==> config.mk <==
export PLATFORM = sky130hd
export DESIGN_NAME = fp_square
export DESIGN_NICKNAME = d
export VERILOG_FILES = /design/src/rtl/fp_square.sv
export SDC_FILE = /design/constraint.sdc
export NUM_CORES = 1
export LEC_CHECK = 0
export CORE_MARGIN = 2
export CORE_UTILIZATION = 56
export DETAILED_ROUTE_END_ITERATION = 12
export GPL_ROUTABILITY_DRIVEN = 1
export HOLD_SLACK_MARGIN = 0.05
export PLACE_DENSITY = 0.76
export SLEW_MARGIN = 10
export SYNTH_ARGS = -nofsm -noshare
export SYNTH_HDL_FRONTEND = slang
export SYNTH_SLANG_ARGS = --single-unit
==> constraint.sdc <==
create_clock -name in_Clk -period 5.1 [get_ports in_Clk]
set_input_delay 1.53 -clock in_Clk [delete_from_list [all_inputs] [get_ports in_Clk]]
set_output_delay 1.53 -clock in_Clk [all_outputs]
set_load 0.01 [all_outputs]
==> src/rtl/fp_square.sv <==
// Iterative binary32 squaring unit: shift-add 24x24 mantissa product over 24 cycles,
// then one cycle of normalize, round-to-nearest-even and special-value selection.

module fp_square_round (
  input  logic        sign,
  input  logic [7:0]  e,
  input  logic        frac_nz,
  input  logic [47:0] p,
  output logic [31:0] res
);
  logic              top;
  logic [22:0]       frac;
  logic              guard;
  logic              sticky;
  logic              rnd;
  logic [23:0]       frac_r;
  logic signed [9:0] exp_n;
  logic signed [9:0] exp_f;

  assign top = p[47];

  always_comb begin
    frac   = '0;
    guard  = 1'b0;
    sticky = 1'b0;
    if (top) begin
      frac   = p[46:24];
      guard  = p[23];
      sticky = |p[22:0];
    end else begin
      frac   = p[45:23];
      guard  = p[22];
      sticky = |p[21:0];
    end
    // 2E - bias, plus one when the product spilled into bit 47
    exp_n  = $signed({1'b0, e, 1'b0}) - 10'sd127 + $signed({9'd0, top});
    rnd    = guard & (sticky | frac[0]);
    frac_r = {1'b0, frac} + {23'd0, rnd};
    exp_f  = frac_r[23] ? exp_n + 10'sd1 : exp_n;
  end

  always_comb begin
    res = '0;
    if (e == 8'hFF && frac_nz)
      res = 32'h7FC0_0000;
    else if (e == 8'hFF)
      res = 32'h7F80_0000;
    else if (e == 8'h00)
      res = 32'h0000_0000;
    else if (exp_f >= 10'sd255)
      res = 32'h7F80_0000;
    else if (exp_f <= 10'sd0)
      res = 32'h0000_0000;
    else
      // product sign is s^s, which is always 0 for a square
      res = {sign ^ sign, exp_f[7:0], frac_r[22:0]};
  end
endmodule

module fp_square #(
  parameter int DATA_WIDTH = 32
) (
  input  logic                  in_Clk,
  input  logic                  in_Rst_N,
  input  logic                  in_start,
  input  logic [DATA_WIDTH-1:0] in_data,
  output logic [DATA_WIDTH-1:0] out_data,
  output logic                  out_stall
);
  typedef enum logic [1:0] {IDLE, MUL, NORM} state_t;

  typedef struct packed {
    logic       s;
    logic [7:0] e;
    logic       frac_nz;
  } op_t;

  state_t      state;
  op_t         op;
  logic [4:0]  cnt;
  logic [47:0] mcand;
  logic [23:0] mplier;
  logic [47:0] p;
  logic [31:0] res;

  fp_square_round u_round (
    .sign    (op.s),
    .e       (op.e),
    .frac_nz (op.frac_nz),
    .p       (p),
    .res     (res)
  );

  always_ff @(posedge in_Clk) begin
    if (!in_Rst_N) begin
      state     <= IDLE;
      op        <= '0;
      cnt       <= '0;
      mcand     <= '0;
      mplier    <= '0;
      p         <= '0;
      out_data  <= '0;
      out_stall <= 1'b0;
    end else begin
      case (state)
        IDLE: begin
          if (in_start) begin
            op.s       <= in_data[31];
            op.e       <= in_data[30:23];
            op.frac_nz <= |in_data[22:0];
            mcand      <= {24'd0, 1'b1, in_data[22:0]};
            mplier     <= {1'b1, in_data[22:0]};
            p          <= '0;
            cnt        <= '0;
            out_stall  <= 1'b1;
            state      <= MUL;
          end
        end
        MUL: begin
          if (mplier[0]) p <= p + mcand;
          mcand  <= {mcand[46:0], 1'b0};
          mplier <= {1'b0, mplier[23:1]};
          cnt    <= cnt + 5'd1;
          if (cnt == 5'd23) state <= NORM;
        end
        NORM: begin
          out_data  <= res;
          out_stall <= 1'b0;
          state     <= IDLE;
        end
        default: state <= IDLE;
      endcase
    end
  end
endmodule
==> run_results.csv, run 1 <==
group,metric,value,unit
outcome,status,"completed",
global_routing,grt_first_pass_wirelength,42120,µm
drt,detail_route.first_pass.iterations,5,
drt,wl_per_cell,16.60,µm
final_layout,area_growth_syn_to_layout,12.34,%
clock_tree,hold_buffers,0,
critical_path,cp.arrival,4.48,ns
yosys,ys_ff_latch,168,
drt,drc,0,
clock_tree,cts-buffers-inserted,17,
global_routing,grt_overflow,0,
floorplan,ios,68,
yosys,synth_cells,1274,
global_routing,grt_usage,26.07,%
power_and_ir_drop,peakVddDrop,0.2330,mV
yosys,yosysUniqueCellTypes,81,
yosys,synthSimpleGateAreaFrac,20.50,%
yosys,synth_edf_count,0,
timing,worstMarginPinSlew,1.218,ns
clock_tree,cts_num_sinks,168,
timing,finalCritPeriodShare,82.27,%
final_layout,multiInputGateArea,6349,µm²
floorplan,rows,49,
floorplan,die_w,138.3,µm
floorplan,die_h,138.3,µm
yosys,yosysTopAreaCellShare,33.31,%
yosys,synthMuxAreaShare,2.057,%
critical_path,critPathLaunchType,"register",
critical_path,cp-end-kind,"register",
floorplan,die_area,19120,µm²
drt,drtIter0Drc,638,
critical_path,crit_type,"register to register",
drt,ant_nets,0,
place,hpwl,17620,µm
timing,setup_viol,0,
yosys,synth_area_leaders,"dfxtp_1 33%, a21oi_1 7.6%, nand2_1 6.7%",
clock_tree,cts.clk_slew.worst_paths,0.06,ns
timing,fin_crit,4.196,ns
clock_tree,h-tree-depth,4,
global_routing,grt_pass1_vias,8721,
final_layout,drive_gt1_share,5.792,%
global_routing,antenna_found_initial,0,
clock_tree,cts-root-buf,"clkbuf_16",
timing,slew_violations,0,
clock_tree,cts_resized,0,
run,maxCapViolCount,0,
place,gp_congestion,0.8682,
yosys,synth_xor_xnor_area_share,5.465,%
clock_tree,postCtsSetupBuffers,0,
yosys,synth_fp_nets,1363,
timing,clock_skew,0.01418,ns
power_and_ir_drop,leakage,4.262,nW
final_layout,antenna_cells,0,
yosys,synthFlopType,"dfxtp_1",
yosys,seq_area_frac_synth,33.31,%
yosys,synth-compound-area-share,27.71,%
timing,tns,0,ns
floorplan,initial_utilization,56.60,%
timing,rsz0062_at_grt,"no",
place,io_buffer_count,65,
power_and_ir_drop,p_per_area,253.7,nW/µm²
clock_tree,tritoncts,"done",
critical_path,cp_max_fo,5,
critical_path,cp.required,5.38,ns
yosys,synth_area,10100,µm²
final_layout,seq_area,3364,µm²
timing,finalHoldViolCount,0,
yosys,synth_top_family_by_area,"compound AO/OA/AOI/OAI gates",
final_layout,nNetsFinal,1374,
drt,wl,25310,µm
drt,num_vias,9335,
power_and_ir_drop,total_power,2.878,mW
yosys,synthArstFlopShare,0,%
final_layout,instances_no_fill,1524,
global_routing,grt_max_degree,77,
drt,viasPerCell,6.125,
timing,relSlewSlack,18.35,%
min_path,hold_class,"register to register",
timing,whs,0.4430,ns
place,place_inst,1495,
yosys,synth_warnings,0,
yosys,yosys.area_share.adder,6.766,%
clock_tree,clkLatencyLatePin,0.44,ns
yosys,synth.avg_cell_area,7.926,µm²
clock_tree,clockBufferDepth,2,
yosys,yosysTopAreaCell,"dfxtp_1",
final_layout,nFillCells,1607,
timing,fmax,238.3,MHz
floorplan,core,17840,µm²
registers in the layout (all words and copies together), names as in the netlist:
| register | flops |
|---|---|
| p | 48 |
| mcand | 48 |
| state | 2 |
| out_stall | 1 |
| op | 9 |
| cnt | 5 |
| mplier | 24 |
| out_data | 31 |
layout make-up:
type	instances	share of cell area, %
clock inverter	6	0.3640
multi-input combinational	1004	55.97
timing repair buffer	74	6.331
sequential	168	29.66
inverter	20	0.6728
clock buffer	23	4.478
tap	229	2.526
power breakdown:
part	total, mW	internal (mW)	switching (mW)
Combinational	0.275	0.0992	0.176
Sequential	1.38	1.35	0.0340
Clock	1.22	0.692	0.529
stage by stage:
stage | utilization [%] | setup WS (ns) | cell area [µm²]
after global placement | 60.50 | 1.111 | 10790
after detailed placement | 60.50 | 1.085 | 10790
after floorplan | - | 1.407 | 10100
after CTS | 63.58 | 1.044 | 11340
final | 63.58 | 0.9040 | 11340
after global routing | 63.58 | 0.6595 | 11340
worst max-delay path: stages (launching register included):
cell	delay (ns)
dfxtp_1	0.35
ha_1	0.39
nand2_1	0.11
nor2_1	0.25
o2111ai_1	0.19
a41oi_1	0.60
a31oi_1	0.29
o311ai_0	0.93
a31oi_1	0.31
o221ai_1	0.35
xnor2_1	0.16
o21ai_0	0.10
synthesized netlist by cell type (all sizes together), types with 7 or more instances:
cell type / instances
a211oi: 21
nor3: 12
buf: 11
a31oi: 12
xor2: 24
o21bai: 12
a21oi: 153
nand3: 46
a22oi: 73
mux2i: 14
nor2b: 8
and2: 14
clkbuf: 71
o31ai: 8
and3: 9
o211ai: 7
o21a: 10
nand2b: 8
nand4: 15
nand2: 183
inv: 19
a21o: 24
nor2: 92
xnor2: 39
o21ai: 63
nor4: 14
dfxtp: 168
ha: 53
routing by layer:
layer | GRT usage (%) | vias up | routed length, µm
li1 | - | 4669 | -
met2 | 45.47 | 214 | 12300
met1 | 33.93 | 4420 | 11670
met3 | 3.672 | 32 | 958
met4 | 6.982 | 0 | 374
met5 | 0 | - | 0
path summary, 6_finish.rpt:
kind | start | to | slack (ns) | cells past startpoint
max | mcand[9] | p[37] | 0.90 | 11
min | out_data[7] | out_data[7] | 0.44 | 2
max reg2reg | mcand[9] | p[37] | 0.90 | 11
min reg2reg | out_data[7] | out_data[7] | 0.44 | 2
cell families (layout without fill, tap and decap cells):
family | after synthesis | count (layout)
flip-flops | 168 | 168
adder cells (fa/ha/maj) | 54 | 54
AO/OA/AOI/OAI | 433 | 433
other | 1 | 1
multiplexers | 20 | 20
XOR/XNOR | 63 | 63
AND/OR/NAND/NOR | 433 | 433
buffers and inverters | 102 | 123
cell usage in the layout, fill, tap and decap left out, types with 5 or more instances in the layout:
master,netlist,routed
nand3_1,46,46
a22oi_1,73,73
nand4b_1,5,5
inv_1,19,19
mux2i_1,14,14
nand4_1,15,15
buf_4,2,9
a31oi_1,12,12
dfxtp_1,168,167
a21o_1,24,24
o21bai_1,12,12
nand2b_1,8,8
nor2_1,92,90
and2_1,14,14
a21oi_1,153,153
o31ai_1,7,7
nor4_1,12,12
xor2_1,24,24
mux2_2,6,6
o21a_1,10,10
or2_2,6,6
ha_1,53,53
o21ai_0,53,53
o21ai_1,10,10
and3_1,9,9
clkbuf_16,0,17
clkdlybuf4s50_1,0,65
clkbuf_8,0,6
a32o_1,6,6
nor3b_1,5,5
o211ai_1,7,7
and4_1,5,5
nor2b_1,8,6
xnor2_1,39,39
a211oi_1,20,20
nand2_1,179,179
nor3_1,10,9
Note: power is estimated with default switching activity, not from simulation.
==> inputs of run 2 (changes only) <==
- clock period: 5.1 -> 4.4 ns (I/O delays scaled with it)
==> run 2 against run 1 <==
  * Sequential power is 16% higher
  * Worst setup slack worse by 0.30 ns
  * Sequential share of layout area is 0.29 points lower
  * Hold slack about the same
  * Total power increased by 21%
  * Die area is the same
  * Critical path type unchanged
  * Largest cell class unchanged
  * Largest power group unchanged
==> run_results.csv, run 2 (same netlist as run 1, synthesis figures left out) <==
group,metric,value,unit
outcome,status,"completed",
place,hpwl,17730,µm
power_and_ir_drop,sw_frac_of_total,25.05,%
timing,fin_crit,3.796,ns
power_and_ir_drop,intPower,2.609,mW
power_and_ir_drop,leakage,4.326,nW
critical_path,critPathLaunchType,"register",
floorplan,die_h,138.3,µm
timing,slew_violations,0,
critical_path,cp_max_fo,28,
clock_tree,tritoncts,"done",
place,place_ws,0.6651,ns
final_layout,drive_gt1_share,6.293,%
floorplan,rows,49,
drt,drtIter0Drc,522,
critical_path,reg2reg_depth,10,
critical_path,ff2ff_setup_slack,0.60,ns
min_path,hold_class,"register to register",
power_and_ir_drop,p_comb_share,9.2,%
critical_path,crit_type,"register to register",
critical_path,cp-end-kind,"register",
critical_path,cp.required,4.75,ns
timing,finalCritPeriodShare,86.27,%
power_and_ir_drop,p_per_area,303.9,nW/µm²
min_path,min_path_cells,2,
critical_path,reg2reg_to,"out_data[14]",
final_layout,nNetsFinal,1379,
clock_tree,cts_resized,0,
timing,rsz0062_at_grt,"no",
place,io_buffer_count,65,
final_layout,nFillCells,1601,
drt,num_vias,9493,
clock_tree,cts-root-buf,"clkbuf_16",
floorplan,die_area,19120,µm²
drt,detail_route.first_pass.iterations,5,
final_layout,layout_common_cells,"179 x nand2_1, 167 x dfxtp_1, 153 x a21oi_1",
drt,wl_per_cell,16.67,µm
power_and_ir_drop,pwr-share-seq,46.0,%
timing,clock_skew,0.01547,ns
timing,fin_ws,0.6040,ns
place,place_inst,1500,
timing,setup_viol,0,
min_path,hold_start,"out_data[2]",
clock_tree,cts.clk_slew.worst_paths,0.07,ns
global_routing,grt_overflow,0,
global_routing,grt_usage,26.51,%
clock_tree,hold_buffers,0,
place,gp_congestion,0.8590,
critical_path,cp.arrival,4.14,ns
global_routing,grt_first_pass_wirelength,42790,µm
floorplan,core,17840,µm²
clock_tree,h-tree-depth,4,
critical_path,r2r_start,"p[47]",
floorplan,ios,68,
timing,tns,0,ns
global_routing,grt_max_degree,77,
clock_tree,clockBufferDepth,2,
floorplan,die_w,138.3,µm
timing,fmax,263.4,MHz
clock_tree,cts-buffers-inserted,17,
timing,finalHoldViolCount,0,
power_and_ir_drop,power.share.clock,44.9,%
power_and_ir_drop,p_sw,0.8718,mW
final_layout,reg_top3,"mcand (48), p (48), out_data (31)",
clock_tree,postCtsSetupBuffers,0,
global_routing,antenna_found_initial,0,
drt,drc,0,
drt,ant_nets,0,
global_routing,grt_pass1_vias,8883,
power_and_ir_drop,peakVddDrop,0.2779,mV
timing,worstMarginPinSlew,1.213,ns
drt,viasPerCell,6.196,
final_layout,fin_util,64.21,%
final_layout,mostFrequentLayoutCell,"nand2_1",
min_path,holdPathEnd,"out_data[2]",
timing,relSlewSlack,18.70,%
floorplan,initial_utilization,56.60,%
drt,wl,25550,µm
run,maxCapViolCount,0,
final_layout,instances_no_fill,1532,
clock_tree,cts_num_sinks,168,
clock_tree,clkLatencyLatePin,0.44,ns
final_layout,area_growth_syn_to_layout,13.44,%
final_layout,antenna_cells,0,
critical_path,crit_start,"p[47]",
==> run 2: power by group through the flow <==
stage | logic (mW) | registers (mW) | clock network, mW
after floorplan | 0.224 | 1.62 | 0
after global placement | 0.311 | 1.63 | 0
after detailed placement | 0.317 | 1.63 | 0
after CTS | 0.318 | 1.60 | 1.58
after global routing | 0.352 | 1.61 | 1.65
final | 0.319 | 1.60 | 1.56
==> run 2: how the worst max path moves through the flow <==
| stage | cells past startpoint | end | slack [ns] |
|---|---|---|---|
| after floorplan | 17 | out_data[22] | 0.71 |
| final | 10 | out_data[14] | 0.60 |
| after detailed placement | 6 | out_data[14] | 0.67 |
| after global routing | 10 | out_data[14] | 0.30 |
| after CTS | 10 | out_data[14] | 0.66 |
| after global placement | 6 | out_data[14] | 0.70 |
==> run 2: final cells by class <==
class                   instances  area (µm²)  area share [%]
multi-input cells            1004        6349           55.42
well taps                     229       286.5           2.501
flip-flops and latches        168        3364           29.37
clock buffers                  24       511.7           4.468
repair buffers                 79       755.7           6.598
inverters                      20       76.32          0.6663
clock inverters                 8       111.4          0.9722
==> run 2: worst max-delay path, stage by stage, from the launching register on <==
cell and delay [ns]:
dfxtp_2 0.71, inv_1 0.36, ha_1 0.44, or2_2 0.32
nor2_1 0.09, nand3_1 0.13, nor4_2 0.24, or4_1 0.38
nor3b_1 0.36, nand2_2 0.28, o41ai_2 0.38
==> run 2: metrics by stage <==
step,hold WS [ns],cell area [µm²],power (mW)
finish,0.4433,11450,3.481
global route,0.4730,11450,3.606
CTS,0.4495,11450,3.495
detailed placement,0.4403,10830,1.951
global placement,0.4337,10830,1.944
floorplan,0.4273,10100,1.842
==> run 2: per-layer routing <==
layer	vias to the layer above	track usage, %	wire length, µm
met4	0	9.667	591
met5	-	0	0
met3	51	4.364	1262
met2	263	45.91	12340
met1	4483	33.36	11360
li1	4696	-	-
